<file path="src/rtl/swb_issue.sv">
// Issue-side credit manager for the store write buffer: tags accepted stores
// with an in-order SWB id and forwards them through a one-entry output stage.
module swb_issue #(
  parameter int unsigned SWB_DEPTH = 8,
  parameter int unsigned ADDR_W    = 32,
  parameter int unsigned DATA_W    = 128
) (
  input  logic                           clk,
  input  logic                           rst,
  input  logic                           u_isu_valid,
  output logic                           u_isu_ready,
  input  logic [ADDR_W-1:0]              u_isu_addr,
  input  logic [DATA_W-1:0]              u_isu_data,
  output logic                           d_isu_valid,
  input  logic                           d_isu_ready,
  output logic [ADDR_W-1:0]              d_isu_addr,
  output logic [DATA_W-1:0]              d_isu_data,
  output logic [$clog2(SWB_DEPTH)-1:0]   d_isu_swb_id,
  input  logic                           d_isu_crdt_rtn,
  output logic [$clog2(SWB_DEPTH):0]     crdt_cnt,
  output logic                           isu_idle,
  output logic                           crdt_err
);

  localparam int unsigned ID_W  = $clog2(SWB_DEPTH);
  localparam int unsigned CNT_W = ID_W + 1;
  localparam logic [CNT_W-1:0] FULL_CRDT = CNT_W'(SWB_DEPTH);

  typedef enum logic {ST_EMPTY, ST_FULL} state_e;

  state_e              state_q, state_d;
  logic [ADDR_W-1:0]   addr_q, addr_d;
  logic [DATA_W-1:0]   data_q, data_d;
  logic [ID_W-1:0]     id_q, id_d;
  logic [ID_W-1:0]     ptr_q, ptr_d;
  logic [CNT_W-1:0]    cnt_q, cnt_d;
  logic                err_q, err_d;
  logic                u_hs, d_hs;

  assign d_isu_valid  = (state_q == ST_FULL);
  assign d_isu_addr   = addr_q;
  assign d_isu_data   = data_q;
  assign d_isu_swb_id = id_q;
  assign crdt_cnt     = cnt_q;
  assign crdt_err     = err_q;
  assign u_isu_ready  = (cnt_q != '0) & (~d_isu_valid | d_isu_ready);
  assign isu_idle     = (cnt_q == FULL_CRDT) & ~d_isu_valid;
  assign u_hs         = u_isu_valid & u_isu_ready;
  assign d_hs         = d_isu_valid & d_isu_ready;

  always_comb begin
    state_d = state_q;
    addr_d  = addr_q;
    data_d  = data_q;
    id_d    = id_q;
    ptr_d   = ptr_q;
    cnt_d   = cnt_q;
    err_d   = err_q;

    case (state_q)
      ST_EMPTY: if (u_hs)          state_d = ST_FULL;
      ST_FULL:  if (d_hs && !u_hs) state_d = ST_EMPTY;
      default:                     state_d = ST_EMPTY;
    endcase

    if (u_hs) begin
      addr_d = u_isu_addr;
      data_d = u_isu_data;
      id_d   = ptr_q;
      // Power-of-two depth: natural wrap of the pointer is the modulo.
      ptr_d  = ptr_q + ID_W'(1);
    end

    if (u_hs && !d_isu_crdt_rtn) begin
      cnt_d = cnt_q - CNT_W'(1);
    end else if (d_isu_crdt_rtn && !u_hs) begin
      if (cnt_q == FULL_CRDT) err_d = 1'b1;
      else                    cnt_d = cnt_q + CNT_W'(1);
    end
  end

  always_ff @(posedge clk) begin
    if (rst) begin
      state_q <= ST_EMPTY;
      addr_q  <= '0;
      data_q  <= '0;
      id_q    <= '0;
      ptr_q   <= '0;
      cnt_q   <= FULL_CRDT;
      err_q   <= 1'b0;
    end else begin
      state_q <= state_d;
      addr_q  <= addr_d;
      data_q  <= data_d;
      id_q    <= id_d;
      ptr_q   <= ptr_d;
      cnt_q   <= cnt_d;
      err_q   <= err_d;
    end
  end

endmodule

</file>
<file path="config.mk">
export PLATFORM = sky130hd
export DESIGN_NAME = swb_issue
export DESIGN_NICKNAME = d
export VERILOG_FILES = /design/src/rtl/swb_issue.sv
export SDC_FILE = /design/constraint.sdc
export NUM_CORES = 1
export LEC_CHECK = 0
export CORE_MARGIN = 1
export CORE_UTILIZATION = 34
export CTS_CLUSTER_SIZE = 30
export DETAILED_ROUTE_END_ITERATION = 16
export PLACE_DENSITY = 0.72
export SYNTH_ARGS = -nofsm -noshare
export SYNTH_HDL_FRONTEND = slang
export SYNTH_SLANG_ARGS = --single-unit
</file>
<file path="constraint.sdc">
create_clock -name clk -period 7.6 [get_ports clk]
set_clock_uncertainty 0.15 [all_clocks]
set_input_delay 1.14 -clock clk [delete_from_list [all_inputs] [get_ports clk]]
set_output_delay 1.14 -clock clk [all_outputs]
set_load 0.05 [all_outputs]
</file>
==> impl_metrics.py <==
metrics = {
    "global_route": {
        "grt_max_degree": 91,
        "first_global_vias": 5681,
        "antenna_found_initial": 0,
        "grt_pass1_wl_um": 28400,
        "track_usage_pct": 19.7,
        "grt.overflow.total": 0,
    },
    "routing": {
        "first_pass_iters": 4,
        "drtIter0Drc": 247,
        "avgViaCountPerCell": 4.59,
        "routed_wl_um": 18700,
        "drc": 0,
        "num_vias": 5986,
        "ant_nets": 0,
        "wl_per_cell_um": 14.3,
    },
    "synth": {
        "syn_area_mm2": 0.00613,
        "yosysTopAreaCell": "dfxtp_1",
        "ys_warn_count": 0,
        "synthTopCellsByCount": "nand2_1 (330), dfxtp_1 (172), a21oi_1 (170)",
        "synth_top_cells_by_area": "dfxtp_1 (56%), nand2_1 (20%), a21oi_1 (14%)",
        "syn-num-nets": 933,
        "synth_area_per_cell_um2": 8.04,
        "synth_edf_count": 0,
        "syn_inst": 762,
        "synth_most_common_cell": "nand2_1",
        "ys_ff_latch": 172,
        "synth_top_area_share_pct": 56.2,
        "async_reset_ff_share_pct": 0,
        "ys.flop_type": "dfxtp_1",
        "yosysUniqueCellTypes": 26,
        "yosysSeqAreaShare_pct": 56.2,
    },
    "clocking": {
        "clock_sinks": 172,
        "cts_setup_buffers": 0,
        "clockRootBuffer": "clkbuf_16",
        "cts_hold_buf": 0,
        "tritoncts": "built",
        "clkTransAtPathRegs_ns": 0.06,
        "cts_made_buffers": 17,
        "clk_path_buf_depth": 2,
        "worstSkewPairLatency_ns": 0.42,
        "htreeDepth": 4,
        "cts.repair.resized": 0,
    },
    "place": {
        "dp_hpwl_um": 12700,
        "place_congestion": 0.748,
        "io_buffers": 335,
        "place_inst": 1273,
    },
    "timing": {
        "rsz0062_at_grt": "false",
        "max_freq_mhz": 249,
        "hold_viol": 0,
        "period_minus_slack_ns": 4.02,
        "worstMarginPinSlew_ns": 0.959,
        "slew_headroom_pct": 36.1,
        "drv_slew": 0,
        "fin_crit_sh_pct": 52.9,
        "setup_viol": 0,
        "tns_ns": 0,
    },
    "pwr": {
        "irDropWorstVdd_uv": 168,
        "power_leakage_nw": 3.78,
        "power_w": 0.00273,
        "cellPowerDensity_mw_per_mm2": 271,
    },
    "die": {
        "die_height_um": 136,
        "rows": 48,
        "io_pins": 336,
        "coreArea_mm2": 0.0174,
        "dieWidth_um": 136,
        "die_area_mm2": 0.0186,
        "start_util_pct": 35.2,
    },
    "finish": {
        "syn_to_final_growth_pct": 64.4,
        "nNetsFinal": 1238,
        "final_core_util_pct": 57.8,
        "drive_gt1_share_pct": 3.89,
        "stdcell_count": 1305,
        "antenna_cells": 0,
    },
    "setup_path": {
        "slowest_stage": "clkdlybuf4s50_1",
        "arrival_ns": 2.73,
        "crit_fanout": 3,
        "worstPathRequired_ns": 6.31,
        "slowest_delay_ns": 0.80,
        "crit_type": "input pin to output port",
        "cp-start-kind": "input pin",
        "path_cells": "clkdlybuf4s50_1 -> nand2b_1 -> and2_1 -> clkdlybuf4s50_1",
        "cp-end-kind": "output port",
        "cpMostUsedCell": "clkdlybuf4s50_1",
    },
    "run": {
        "cap_violations": 0,
    },
    "outcome": {
        "status": "completed",
    },
    "hold_path": {
        "min_path_type": "flip-flop to flip-flop",
    },
}
## routing by layer
metal / track usage [%] / wire length (µm) / part of all wire (%)
met1: 21.8 / 7380 / 40
met2: 33.4 / 9190 / 49
met3: 7.05 / 1580 / 8.5
met4: 9.26 / 528 / 2.8
met5: 0 / 0 / 0
## layout make-up
| cell class | instances | area, µm² |
|---|---|---|
| Clock buffer | 20 | 457 |
| Clock inverter | 12 | 134 |
| Fill cell | 1637 | 7340 |
| Inverter | 6 | 25.0 |
| Multi-Input combinational cell | 529 | 2340 |
| Sequential cell | 172 | 3440 |
| Tap cell | 225 | 282 |
| Timing Repair Buffer | 341 | 3400 |
## cell families (layout without fill, tap and decap cells)
group,count (synthesis),count (layout),synth area share (%)
XOR/XNOR,3,3,0.429
buffers and inverters,61,379,5.78
AO/OA/AOI/OAI,173,173,14.2
multiplexers,2,2,0.347
adder cells (fa/ha/maj),6,6,1.35
AND/OR/NAND/NOR,345,345,21.7
flip-flops,172,172,56.2
## power by group
group / total (W) / internal (W) / switching [W]
Combinational: 0.000824 / 0.000295 / 0.000529
Sequential: 0.00103 / 0.000986 / 0.0000481
Clock: 0.000873 / 0.000506 / 0.000367
## critical path, delay by kind of cell
family / cells / cell delay [ns]
buffers and inverters: 2 / 1.24
AND/OR/NAND/NOR: 2 / 0.35
## cells in the final DEF (no fill, tap or decap), types with 3 or more instances in the layout
cell type | synthesis | routed
ha_1 | 5 | 5
nand2_1 | 330 | 330
inv_6 | 0 | 5
clkbuf_16 | 0 | 17
nor2_1 | 6 | 6
dfxtp_1 | 172 | 172
a21oi_1 | 170 | 170
inv_1 | 5 | 5
clkinv_2 | 0 | 3
buf_4 | 3 | 7
xnor2_1 | 3 | 3
clkdlybuf4s50_1 | 0 | 334
## path summary, 6_finish.rpt
path | from | to | slack [ns] | depth (start not counted)
min | d_isu_data[121] | d_isu_data[121] | 0.30 | 2
max reg2reg | crdt_cnt[0] | ptr_q[2] | 4.34 | 6
max | d_isu_ready | u_isu_ready | 3.58 | 4
min reg2reg | d_isu_data[121] | d_isu_data[121] | 0.30 | 2
## sequential cells by signal (all words and copies together) (netlist names)
name and cells:
ptr_q 3, crdt_cnt 4, d_isu_valid 1, d_isu_swb_id 3
crdt_err 1, d_isu_data 128, d_isu_addr 32
## per-stage QoR
| stage | instance area (µm²) | setup WS [ns] | hold WS, ns |
|---|---|---|---|
| floorplan | 6130 | 4.31 | 0.287 |
| global placement | 9480 | 3.57 | 0.290 |
| detailed placement | 9480 | 3.51 | 0.295 |
| CTS | 10100 | 3.57 | 0.305 |
| global route | 10100 | 3.54 | 0.316 |
| finish | 10100 | 3.58 | 0.302 |
Power figures use the tool's default switching activity.
